**src/rtl/wb_arb_pkg.sv**
```systemverilog
// Shared Wishbone arbiter definitions: cycle/burst type encodings and width helpers.
package wb_arb_pkg;

  localparam logic [2:0] CTI_CLASSIC = 3'b000;
  localparam logic [2:0] CTI_CONST   = 3'b001;
  localparam logic [2:0] CTI_INC     = 3'b010;
  localparam logic [2:0] CTI_EOB     = 3'b111;
  localparam logic [1:0] BTE_LINEAR  = 2'b00;

  // Index width that never collapses to zero for a single-entry vector.
  function automatic int unsigned clog2_min1(input int unsigned n);
    return (n <= 1) ? 1 : $clog2(n);
  endfunction

endpackage

```
**src/rtl/wb_rr_pick.sv**
```systemverilog
// Combinational round-robin picker: first requester after last_i, wrapping.
module wb_rr_pick
  import wb_arb_pkg::*;
#(
  parameter int unsigned NumReq = 3,
  parameter int unsigned IdxW   = clog2_min1(NumReq)
) (
  input  logic [NumReq-1:0] req_i,
  input  logic [IdxW-1:0]   last_i,
  output logic [NumReq-1:0] gnt_o,
  output logic [IdxW-1:0]   idx_o,
  output logic              valid_o
);

  always_comb begin
    int unsigned base;
    int unsigned cand;
    logic        found;
    gnt_o = '0;
    idx_o = '0;
    found = 1'b0;
    base  = 32'(last_i) + 32'd1;
    // Walk offsets 0..NumReq-1 from last_i+1; candidate index stays below 2*NumReq.
    for (int unsigned off = 0; off < NumReq; off++) begin
      cand = base + off;
      if (cand >= NumReq) cand = cand - NumReq;
      if (cand >= NumReq) cand = cand - NumReq;
      for (int unsigned j = 0; j < NumReq; j++) begin
        if (!found && req_i[j] && (j == cand)) begin
          found    = 1'b1;
          gnt_o[j] = 1'b1;
          idx_o    = IdxW'(j);
        end
      end
    end
    valid_o = found;
  end

endmodule

```
**src/rtl/wb_rr_arbiter.sv**
```systemverilog
// N-master to 1-slave Wishbone B3 arbiter with registered round-robin grant and
// an access watchdog that terminates stalled accesses with err.
module wb_rr_arbiter
  import wb_arb_pkg::*;
#(
  parameter int unsigned NUM_MASTERS = 3,
  parameter int unsigned DW          = 32,
  parameter int unsigned AW          = 32,
  parameter int unsigned TIMEOUT     = 255,
  localparam int unsigned SELW       = DW / 8
) (
  input  logic                        wb_clk_i,
  input  logic                        wb_rst_n_i,
  input  logic [NUM_MASTERS*AW-1:0]   m_adr_i,
  input  logic [NUM_MASTERS*DW-1:0]   m_dat_i,
  input  logic [NUM_MASTERS*SELW-1:0] m_sel_i,
  input  logic [NUM_MASTERS*3-1:0]    m_cti_i,
  input  logic [NUM_MASTERS*2-1:0]    m_bte_i,
  input  logic [NUM_MASTERS-1:0]      m_cyc_i,
  input  logic [NUM_MASTERS-1:0]      m_stb_i,
  input  logic [NUM_MASTERS-1:0]      m_we_i,
  output logic [DW-1:0]               m_dat_o,
  output logic [NUM_MASTERS-1:0]      m_ack_o,
  output logic [NUM_MASTERS-1:0]      m_err_o,
  output logic [NUM_MASTERS-1:0]      m_rty_o,
  output logic [AW-1:0]               s_adr_o,
  output logic [DW-1:0]               s_dat_o,
  output logic [SELW-1:0]             s_sel_o,
  output logic [2:0]                  s_cti_o,
  output logic [1:0]                  s_bte_o,
  output logic                        s_cyc_o,
  output logic                        s_stb_o,
  output logic                        s_we_o,
  input  logic [DW-1:0]               s_dat_i,
  input  logic                        s_ack_i,
  input  logic                        s_err_i,
  input  logic                        s_rty_i,
  output logic [NUM_MASTERS-1:0]      grant_o,
  output logic                        timeout_o
);

  localparam int unsigned IdxW = clog2_min1(NUM_MASTERS);
  localparam int unsigned CntW = (TIMEOUT > 0) ? $clog2(TIMEOUT + 1) : 1;

  logic [NUM_MASTERS-1:0] grant_q, grant_d, pick_gnt;
  logic [IdxW-1:0]        last_q, last_d, pick_idx;
  logic                   pick_valid;
  logic                   owner_cyc;
  logic                   mux_stb;
  logic                   slv_resp;
  logic                   fire;

  wb_rr_pick #(
    .NumReq (NUM_MASTERS),
    .IdxW   (IdxW)
  ) u_pick (
    .req_i   (m_cyc_i),
    .last_i  (last_q),
    .gnt_o   (pick_gnt),
    .idx_o   (pick_idx),
    .valid_o (pick_valid)
  );

  // Re-arbitrate whenever there is no owner or the owner has released cyc.
  assign owner_cyc = |(grant_q & m_cyc_i);

  always_comb begin
    grant_d = grant_q;
    last_d  = last_q;
    if (!owner_cyc) begin
      grant_d = pick_gnt;
      if (pick_valid) last_d = pick_idx;
    end
  end

  always_ff @(posedge wb_clk_i or negedge wb_rst_n_i) begin
    if (!wb_rst_n_i) begin
      grant_q <= '0;
      last_q  <= IdxW'(NUM_MASTERS - 1);
    end else begin
      grant_q <= grant_d;
      last_q  <= last_d;
    end
  end

  // One-hot AND-OR mux; an idle grant drives every slave field to zero.
  always_comb begin
    s_adr_o = '0;
    s_dat_o = '0;
    s_sel_o = '0;
    s_cti_o = '0;
    s_bte_o = '0;
    s_cyc_o = 1'b0;
    mux_stb = 1'b0;
    s_we_o  = 1'b0;
    for (int unsigned k = 0; k < NUM_MASTERS; k++) begin
      s_adr_o |= m_adr_i[k*AW +: AW]     & {AW{grant_q[k]}};
      s_dat_o |= m_dat_i[k*DW +: DW]     & {DW{grant_q[k]}};
      s_sel_o |= m_sel_i[k*SELW +: SELW] & {SELW{grant_q[k]}};
      s_cti_o |= m_cti_i[k*3 +: 3]       & {3{grant_q[k]}};
      s_bte_o |= m_bte_i[k*2 +: 2]       & {2{grant_q[k]}};
      s_cyc_o |= m_cyc_i[k] & grant_q[k];
      mux_stb |= m_stb_i[k] & grant_q[k];
      s_we_o  |= m_we_i[k]  & grant_q[k];
    end
  end

  assign slv_resp = s_ack_i | s_err_i | s_rty_i;

  if (TIMEOUT > 0) begin : g_wdog
    logic [CntW-1:0] cnt_q, cnt_d;
    logic            stall;

    assign stall = s_cyc_o & mux_stb & ~slv_resp;
    // Fires on the cycle the count would reach TIMEOUT; a real response that cycle wins.
    assign fire  = stall & (cnt_q == CntW'(TIMEOUT - 1));

    always_comb begin
      cnt_d = '0;
      if (stall && !fire) cnt_d = cnt_q + CntW'(1);
    end

    always_ff @(posedge wb_clk_i or negedge wb_rst_n_i) begin
      if (!wb_rst_n_i) cnt_q <= '0;
      else             cnt_q <= cnt_d;
    end
  end else begin : g_no_wdog
    assign fire = 1'b0;
  end

  assign s_stb_o   = mux_stb & ~fire;
  assign m_dat_o   = s_dat_i;
  assign m_ack_o   = grant_q & {NUM_MASTERS{s_ack_i}};
  assign m_err_o   = grant_q & {NUM_MASTERS{s_err_i | fire}};
  assign m_rty_o   = grant_q & {NUM_MASTERS{s_rty_i}};
  assign grant_o   = grant_q;
  assign timeout_o = fire;

endmodule

```
**config.mk**
```make
export PLATFORM = sky130hd
export DESIGN_NAME = wb_rr_arbiter
export DESIGN_NICKNAME = d
export VERILOG_FILES = /design/src/rtl/wb_arb_pkg.sv /design/src/rtl/wb_rr_pick.sv /design/src/rtl/wb_rr_arbiter.sv
export SDC_FILE = /design/constraint.sdc
export NUM_CORES = 1
export LEC_CHECK = 0
export ABC_CLOCK_PERIOD_IN_PS = 3140
export BUFFER_PORTS_ARGS = -buffer_cell sky130_fd_sc_hd__clkbuf_2
export CAP_MARGIN = 20
export CORE_AREA = 2 2 151 153
export CTS_CLUSTER_DIAMETER = 30
export CTS_CLUSTER_SIZE = 16
export DETAILED_ROUTE_END_ITERATION = 7
export DIE_AREA = 0 0 153 155
export HOLD_SLACK_MARGIN = 0.08
export SLEW_MARGIN = 5
export SYNTH_ARGS = -nofsm -noshare
export SYNTH_HDL_FRONTEND = slang
export SYNTH_SLANG_ARGS = --single-unit
```
**constraint.sdc**
```tcl
create_clock -name wb_clk_i -period 3.14 [get_ports wb_clk_i]
set_input_delay 0.628 -clock wb_clk_i [delete_from_list [all_inputs] [get_ports wb_clk_i]]
set_output_delay 0.628 -clock wb_clk_i [all_outputs]
set_load 0.03 [all_outputs]
```
== Word level (Yosys, flattened, before mapping) ==
Cells that the tools add are included.
Operators by class
  eq/ne operators: 7
  reductions and logical operators: 32
  add/subtract/negate cells: 10
  mux-type cells: 32
  bitwise gates (word level): 54
  order comparisons: 6
Operators by type and width (number)
  bitwise AND 32 bit: 6
  greater-or-equal comparator 32 x 2 -> 1 bit, second input constant: 6
  2-to-1 mux 32 bit: 6
  subtractor 32 x 2 -> 32 bit, second input constant: 6
  OR 32 bit: 4
  == test 1 x 32 -> 1 bit, first input constant: 3
  == test 2 x 32 -> 1 bit, first input constant: 3
  zero test 32 bit: 3
  adder 32 x 1 -> 32 bit, second input constant: 1
  adder 32 x 2 -> 32 bit, second input constant: 1
  bitwise AND 3 bit: 7
  logical AND 1 bit: 18
  2-to-1 mux 1 bit: 18
  2-to-1 mux 2 bit: 7
  bitwise AND 1 bit: 13
  bitwise AND 4 bit: 3
  zero test 1 bit: 9
  OR 1 bit: 9
  adder 8 x 1 -> 8 bit, second input constant: 1
  == test 8 bit, second input constant: 1
  2-to-1 mux 8 bit: 1
  OR 4 bit: 2
  bitwise AND 2 bit: 3
  OR 3 bit: 2
  5 further kinds: 8
Word-level totals
  register bits: 13
  input port bits: 265
  word-level logic and storage cells: 144
  output and inout port bits: 121

== Depth between registers and ports, before layout ==
Gate-level depths: netlist of the first run.
  word-level depth: 41
  mapped depth: 5
  depth with buffers taken out: 5

== Hierarchy ==
From an unflattened synthesis of the first run, not the netlist that was laid out.
Unflattened totals
  cells, all modules: 301
  area total of the unflattened synthesis: 2248.4 sq um
By module, submodules not included
  wb_rr_arbiter: seq. area each 326.6 sq um, instances 1, area an instance 2104.5 sq um, cells an instance 281
  wb_rr_pick: seq. area each 0.0 sq um, instances 1, area an instance 143.9 sq um, cells an instance 20

== Worst setup path before layout of the first run ==
OpenSTA, ideal clock, no wires.
  path kind: register -> output
  start point: register grant_q[1], in the netlist grant_o[1]
  end point: output m_err_o[1]
  required time: 2512 ps
  arrival time: 2084 ps
  path buffers: 3
  path slack: 428 ps
  stages on the path, launching flop included: 6
  cell sequence: dfrtp_1 -> buf_4 -> clkbuf_1 -> clkbuf_1 -> nand2_1 -> o31ai_1
On the way
  word-level cells in the longest chain between the ends: 8
  elaborated cells on any way between the ends: 11
  those cells by class: bitwise: 11
Ends and longest elaborated chain
  from (decl): line wb_rr_arbiter.sv:45  | logic [NUM_MASTERS-1:0] grant_q, grant_d, pick_gnt;
  from (signal assigned): line wb_rr_arbiter.sv:81  | grant_q <= grant_d;
  bitwise AND 1 bit (on tied branches): line wb_rr_arbiter.sv:102, wb_rr_arbiter.sv:103
  OR 1 bit (on tied branches) (2 in a row): line wb_rr_arbiter.sv:102, wb_rr_arbiter.sv:103
  bitwise AND 1 bit (2 in a row): line wb_rr_arbiter.sv:114  | assign stall = s_cyc_o & mux_stb & ~slv_resp;
  bitwise AND 1 bit: line wb_rr_arbiter.sv:116  | assign fire = stall & (cnt_q == CntW'(TIMEOUT - 1));
  OR 1 bit: line wb_rr_arbiter.sv:134  | assign m_err_o = grant_q & {NUM_MASTERS{s_err_i | fire}};
  bitwise AND 3 bit *: line wb_rr_arbiter.sv:134
  to (decl): line wb_rr_arbiter.sv:24  | output logic [NUM_MASTERS-1:0] m_err_o,
Mark *: on every way between the ends. The rest lies on a longest branch, timed or not.

== Worst setup path after layout of the first run ==
  start point: register grant_q[1], in the netlist grant_o[1]
  end point: output timeout_o
On the way
  word-level cells in the longest chain between the ends: 6
  elaborated cells on any way between the ends: 9
  those cells by class: bitwise: 9
Ends and longest elaborated chain
  bitwise AND 1 bit (on tied branches): line wb_rr_arbiter.sv:102, wb_rr_arbiter.sv:103
  OR 1 bit (on tied branches) (2 in a row): line wb_rr_arbiter.sv:102, wb_rr_arbiter.sv:103
  bitwise AND 1 bit * (2 in a row): line wb_rr_arbiter.sv:114
  bitwise AND 1 bit *: line wb_rr_arbiter.sv:116
  to (decl): line wb_rr_arbiter.sv:39  | output logic timeout_o
Marked as above.

==> results of run 1 <==
## metal layers
layer	wire length [um]	vias to the layer above
li1	-	1674
met1	5190	1665
met2	5870	260
met3	1600	10
met4	176	0
met5	0	-
## final cells by class
type                       instances  area [um^2]  area share, %
inverter                          80          300           7.47
tap                              285          357           8.87
timing repair buffer             330         1690           42.0
sequential                        13          330           8.22
multi-input combinational        146         1270           31.5
clock buffer                       4         78.8           1.96
## placed cells by master (no fill, tap or decap), types with 3 or more instances in the layout
cell type | netlist | routed
and2_1 | 7 | 7
o31ai_1 | 3 | 3
ha_1 | 4 | 4
inv_1 | 80 | 80
nand3_1 | 4 | 4
a222oi_1 | 76 | 76
nand2_1 | 10 | 10
or3_1 | 5 | 5
buf_4 | 35 | 8
clkbuf_16 | 0 | 3
clkbuf_2 | 0 | 321
dfrtp_2 | 0 | 3
a211oi_2 | 3 | 3
dfrtp_1 | 12 | 9
nor3_2 | 5 | 5
o21ai_0 | 3 | 3
## registers in the layout, summed over array words and instances (netlist names)
register and count:
last_q 2, g_wdog.cnt_q 8, grant_o 3
## synth_stat cells, types with 3 or more instances
cell type and count:
a211oi_2 3, a222oi_1 76, and2_1 7, buf_1 5
buf_4 35, clkbuf_1 19, dfrtp_1 12, ha_1 4
inv_1 80, nand2_1 10, nand3_1 4, nor3_2 5
o21ai_0 3, o31ai_1 3, or3_1 5
## power groups by stage
stage / clock (W) / sequential (W) / combinational (W)
detailed placement: 0 / 0.000274 / 0.00347
finish: 0.000233 / 0.000268 / 0.00346
floorplan: 0 / 0.000255 / 0.00244
global placement: 0 / 0.000270 / 0.00346
CTS: 0.000241 / 0.000271 / 0.00349
global route: 0.000252 / 0.000278 / 0.00372
## worst register-to-register path: stages (launching register included)
cell	delay [ns]
dfrtp_2	0.40
buf_4	0.35
a222oi_1	0.16
buf_4	0.21
or4b_1	0.70
a211oi_2	0.25
## path summary, 6_finish.rpt
path | end | cells after the start | start | slack [ns]
setup / recovery | timeout_o | 6 | grant_o[1] | 0.52
hold / removal | g_wdog.cnt_q[0] | 1 | wb_rst_n_i | 0.28
setup reg to reg | g_wdog.cnt_q[6] | 5 | grant_o[1] | 0.98
hold reg to reg | last_q[0] | 1 | last_q[0] | 0.53
max in group asynchronous | last_q[1] | 1 | wb_rst_n_i | 2.57
min in group wb_clk_i | last_q[0] | 1 | last_q[0] | 0.53
## per-stage QoR
stage	cell area [um^2]	setup WS, ns	total power, W	std cells	utilization, %
4_1_cts	4020	0.523	0.00400	858	18.1
3_5_place_dp	3940	0.730	0.00375	854	17.7
3_3_place_gp	3940	0.713	0.00373	854	17.7
6_report	4020	0.517	0.00396	858	18.1
2_1_floorplan	2260	0.428	0.00270	300	-
5_1_grt	4020	0.363	0.00425	858	18.1
## cell families after synthesis
logic type      count (synthesis)
fa+ha+maj                       4
xor+xnor                        3
mux                             1
compound gates                 96
buf+inv                       141
simple gates                   42
flops                          13
==> results.md, run 1 <==
- The most heavily used metal layer in global routing is met2.
- The part of the power in the clock network is 5.9%.
- Of the available clock period, the critical path in the final layout requires 83.5%.
- In the final layout, the share of cells above drive strength 1 is 60.9%.
- The net count after synthesis is 569.
- The startpoint kind of the worst setup timing path is a flip-flop.
- The detail route stage leaves a number of antenna-violating nets equal to 0.
- The area share of the largest cell type after synthesis is 33.7%.
- The number of placement rows is 55.
- The first global-routing pass estimated 18200 um of wire.
- STA classifies the critical path endpoint as a primary output.
- A synthesized cell averages 7.52 um^2.
- The cell area after synthesis is 0.00226 mm^2.
- Synthesis instantiated 38 different standard cells from the library.
- The worst-case IR drop observed on VDD is 370 uV.
- Setup repair after global routing left no endpoint under its margin.
- On the worst path, the slowest cell contributes a delay of 0.40 ns.
- Setup violations remaining at the end of the flow were counted as 0.
- Of all nets on the critical path, the largest fanout is 32.
- The DRC violation count after routing is 1.
- The floorplan die width is 153 um.
- The relative area change from synthesis to final layout is 78.1%.
- No sink is reached through more buffers than the 2 on the longest clock path.
- The synthesized netlist devotes 1.16% of its cell area to XOR and XNOR gates.
- The data arrival time at the worst-slack endpoint is 1.99 ns.
- The cell type with the highest aggregate area in the netlist is a222oi_1.
- After the last flow step, the layout net total stands at 843.
- After synthesis, the largest family of logic cells by area is compound AO/OA/AOI/OAI gates.
- The cell sitting at the root of the clock tree is a clkbuf_16.
- The setup path with the least slack is of type reg -> out.
- In this run the number of H-tree levels came out at 1.
- The post-cts repair resize count is 0.
- For the pin with the worst max-slew slack, the measured transition is 0.568 ns.
- The dominant cell type by count on the critical path is buf_4.
- The combinational group share of total power is 87.4%.
- The number of pins with negative max-slew slack in the final report is 0.
- The final weighted congestion in routability-driven placement is 0.765.
- The wire length after detailed routing is 12800 um.
- The number of clock buffers added by TritonCTS is 3.
- The TritonCTS clock tree is yes.
- The sequential area share after synthesis is 14.5%.
- In this run the worst hold path is classified as in -> async.
- The post-cts hold buffer count is 0.
- Using the TritonRoute via totals, the vias-per-cell ratio works out to 4.21.
- For this run, the detailed router's first-pass iteration total came to 8.
- The number of failing hold endpoints at the final stage came to 0.
- The number of antenna violations at the first check in global routing is 0.
- The total grt overflow is 0.
- For met3 alone, demand over resource in global routing was 3.40%.
- Counting both buffers and inverters, the worst setup path holds a total of 3.
- Clock-pin slew was measured on the worst setup and hold paths at 0.04 ns.
- For this design, the slowest cell found on the critical path is dfrtp_2.
- The synthesized flop and latch total is 13.
- The maximum clock skew at final layout is 0.00239 ns.
- The checks that failed: design-rule violations.
- Summing the areas of all and, or, nand and nor instances in the mapped netlist gives 11.3% of the synthesized area.
- Global routing consumed, on the met1 layer, 12.8% of the routing resources.
- Traced cell by cell, the critical path runs through buf_4, a222oi_1, buf_4, nor4_1, and3b_1, clkbuf_2.
- The normalized max-slew margin is 62.2%.
- In this run the static leakage power is 2.47 nW.
- The via count of the first global-routing pass is 3194.
- The overall routing resource usage is 9.57%.
- During synthesis, Yosys emitted a total of 0 warnings.
- The async set-or-reset flop fraction in the synthesized netlist is 100%.
- Power spread over the standard cell area amounts to 985 mW/mm^2.
- Fill cells in the final layout number 2514.
- The run finished, with violations left.
- The iteration-0 DRC count of the detailed router is 610.
- The critical path required time is 2.51 ns.
- The final worst hold slack is 0.276 ns.
- Static timing analysis puts the maximum clock frequency at 381 MHz.
- The die covers 0.0237 mm^2.
- The internal power consumption is 0.00143 W.
- Of the total power, the share spent switching nets is 63.9%.
- The clock reaches the later pin of the worst-skew pair after 0.24 ns.
- In this run the post-CTS setup repair buffer count came out at 0.
- The number of antenna diodes in the final layout is 0.
- The area share of fa/ha/maj cells after synthesis is 2.22%.
- The initial utilization of the core area, before any placement, comes to 10.1%.
- The gate count after technology mapping is 300.
- The multiplexer share of the synthesized area is 0.499%.
- The sum of negative setup slack is 0 ns.
- Summed over all nets, the switching power comes to 0.00253 W.
- The sequential power share is 6.8%.
- The count of buffers from port buffering is 321.
- The wire length per cell is 15.0 um.
- The commonest register cell after synthesis is dfrtp_1.
- In the post-synthesis netlist, the biggest area contributors are a222oi_1 34%, dfrtp_1 13%, inv_1 13%.
- The max-capacitance violation count is 0.
- The floorplan die height is 155 um.
- CTS saw 13 sinks.
- In the global route stage, met2 resource usage came out at 15.1%.
- Summing the areas of all compound-gate instances in the mapped netlist gives 40.9% of the synthesized area.
- The count of flip-flops with a built-in enable after synthesis is 0.
- The detailed-placement wirelength estimate is 10900 um.
- Counting I/O delays and the setup requirement, the final critical path takes 2.62 ns.
- The region available for standard cell placement spans 0.0222 mm^2.
- The final route contains 3609 vias.
- The cell family with the largest share of critical-path delay is buffers and inverters.
- For this design the top-level I/O count stands at 386.
- Entering global routing, the biggest net connects 50 pins.
No activity file was read; power rests on OpenSTA's default activity.
==> inputs of run 2 (changes only) <==
Settings changed: ABC_CLOCK_PERIOD_IN_PS 3140 to 2500, CORE_AREA 2 2 151 153 to 2 2 152 154, DIE_AREA 0 0 153 155 to 0 0 154 156.
Clock period 3.14 ns to 2.5 ns, I/O delays scaled along.
==> results.md, run 2 (synthesis gave the netlist of run 1 again) <==
- Setup violations remaining at the end of the flow were counted as 0.
- The wire length per cell is 16.1 um.
- Across the whole layout, storage elements account for 330 um^2.
- The finished layout cell area is 0.00407 mm^2.
- The clock period minus final worst setup slack is 2.45 ns.
- The deepest clock path buffer count is 2.
- The overall routing resource usage is 9.88%.
- In the finished design, the share of the clock period the worst path needs comes to 98.0%.
- The clock buffer count from CTS is 3.
- The power density relative to cell area is 1260 mW/mm^2.
- The number of failing hold endpoints at the final stage was 0.
- Compared with the post-synthesis result, the final layout area differs by 80.5%.
- The final layout contains 845 nets.
- The total grt overflow is 0.
- The top cell types in the final layout, fill and taps aside, are 320 x clkbuf_2, 80 x inv_1, 76 x a222oi_1.
- The area taken by multi-input logic gates is 0.00127 mm^2.
- The cell total after placement is 853.
- The iteration-0 DRC count of the detailed router is 485.
- The maximum resistive drop on vdd is 488 uV.
- The count of nets left with antenna violations after detail routing is 0.
- The routed via count divided by cell count is 4.21.
- The number of placement rows is 55.
- The post-route netlist has 61.2% of its cells at a drive strength greater than 1.
- The maximum clock skew at final layout is 0.000860 ns.
- The HPWL after detailed placement is 12000 um.
- For flop-to-flop paths, the worst setup slack is 0.54 ns.
- The first global-routing pass estimated 18500 um of wire.
- The type of the tightest min-delay check is in -> async.
- The critical path in this run is classified as reg -> out.
- The detailed-routing iteration count for the pre-antenna-repair pass is 6.
- The wire length after detailed routing is 13900 um.
- The number of clock sinks seen by CTS is 13.
- The via count of the first global-routing pass came to 3183.
- STA classifies the critical path startpoint as a flip-flop.
- The number of pins with negative max-slew slack in the final report is 0.
- The post-detailed-placement cell area is 0.00396 mm^2.
- Clock-pin slew was measured on the worst setup and hold paths at 0.04 ns.
- The critical path required time is 2.00 ns.
- Measured on the finished design, the core utilization comes to 18.2%.
- The data arrival time at the worst-slack endpoint is 1.95 ns.
- The cell leakage power is 2.49 nW.
- Tracing the worst setup path back leads to its startpoint at g_wdog.cnt_q[0].
- The launch point of the worst reg-to-reg path is grant_o[0].
- After floorplanning, the core was sized to cover 0.0224 mm^2.
- The final worst hold slack is 0.144 ns.
- The maximum fanout along the worst path is 6.
- In the routed design, unresolved DRC markers number 0.
- The floorplan die height is 156 um.
- The floorplan die width is 154 um.
- The register with the most flip-flops in the layout has 8 of them.
- Measured in cells, the most critical reg-to-reg path has a length of 5.
- The final weighted congestion in routability-driven placement is 0.748.
- For the pin with the worst max-slew slack, the measured transition is 0.489 ns.
- The starting density of the core is 10.1%.
- The post-cts hold buffer count is 0.
- Entering global routing, the biggest net connects 44 pins.
- CTS built an H-tree with a depth of 1.
- Static timing analysis puts the maximum clock frequency at 408 MHz.
- The tree is rooted in a clkbuf_16.
- The number of antenna violations at the first check in global routing came to 3.
- In this run the tool buffered the top-level ports with 321 buffer cells.
- The flow ran to the end, and the final reports show no timing, DRC or antenna violations.
- The normalized max-slew margin is 67.4%.
- The worst reg2reg path endpoint is g_wdog.cnt_q[7].
- The TritonCTS clock tree is yes.
- The destination of the critical timing path is m_err_o[2].
- The endpoint type of the worst setup path is a primary output.
- The tool flagged a number of max-cap violations equal to 0.
- The number of primary I/O pins is 386.
- The commonest non-fill, non-tap cell in the layout is clkbuf_2.
- The die covers 0.0240 mm^2.
- For this run, the number of standard cells in the final layout without fillers is 862.
- The clock latency reported for the late side of the worst-skew pair is 0.24 ns.
- The filler cell count in the final layout is 2583.
- The routed layout has 3626 vias.
- The register with the most flip-flops is g_wdog.cnt_q.
[run 2: cell types whose count changed in the layout (fill, tap and decap cells not counted), sizes merged]
cell / before / now
buf: 9 / 12
diode: 0 / 2
clkbuf: 325 / 324
[run 2: stage by stage]
stage / setup WS [ns] / power (W) / TNS (ns)
global route: -0.0381 / 0.00545 / -0.0381
detailed placement: 0.248 / 0.00481 / 0
floorplan: -0.0602 / 0.00339 / -0.120
global placement: 0.259 / 0.00482 / 0
finish: 0.0490 / 0.00512 / 0
CTS: 0.0661 / 0.00513 / 0
[run 2: metal layers]
| metal | wire length (um) | vias up | GRT usage [%] |
|---|---|---|---|
| li1 | - | 1687 | - |
| met1 | 5490 | 1689 | 12.5 |
| met2 | 6690 | 240 | 17.0 |
| met4 | 144 | 2 | 1.25 |
| met5 | 8 | - | 0 |
| met3 | 1520 | 8 | 2.89 |
[run 2: final cells by class]
type / instances / area share [%]
diodes: 2 / 0.123
well taps: 285 / 8.76
clock buffers: 4 / 1.94
inverters: 80 / 7.38
multi-input cells: 146 / 31.2
flip-flops and latches: 13 / 8.11
repair buffers: 332 / 42.5
[run 2: worst max-delay path, stage by stage, from the launching register on]
cell and delay [ns]:
dfrtp_1 0.44, inv_1 0.09, ha_1 0.14, nand3_1 0.09
or3_1 0.38, o31ai_1 0.31, clkbuf_2 0.26
[run 2: how the worst min path moves through the flow]
| stage | from | to | slack, ns | cells after the start |
|---|---|---|---|---|
| 2_1_floorplan | wb_rst_n_i | g_wdog.cnt_q[0] | 0.20 | 0 |
| 3_3_place_gp | wb_rst_n_i | g_wdog.cnt_q[6] | 0.41 | 1 |
| 3_5_place_dp | wb_rst_n_i | g_wdog.cnt_q[6] | 0.42 | 1 |
| 4_1_cts | wb_rst_n_i | g_wdog.cnt_q[6] | 0.16 | 1 |
| 5_1_grt | wb_rst_n_i | g_wdog.cnt_q[6] | 0.16 | 1 |
| 6_report | wb_rst_n_i | g_wdog.cnt_q[6] | 0.14 | 1 |
[run 2: power breakdown]
part | total [W] | internal, W | leakage, nW | switching, W
Combinational | 0.00450 | 0.00139 | 2.28 | 0.00311
Sequential | 0.000321 | 0.000259 | 0.170 | 0.0000627
Clock | 0.000297 | 0.000214 | 0.0382 | 0.0000822
[run 2: repair_timing]
| item | in CTS | in global routing |
|---|---|---|
| endpoints found under the setup margin | 0 | 2 |
| resized for setup | 0 | 2 |
| buffers inserted | 0 | 3 |
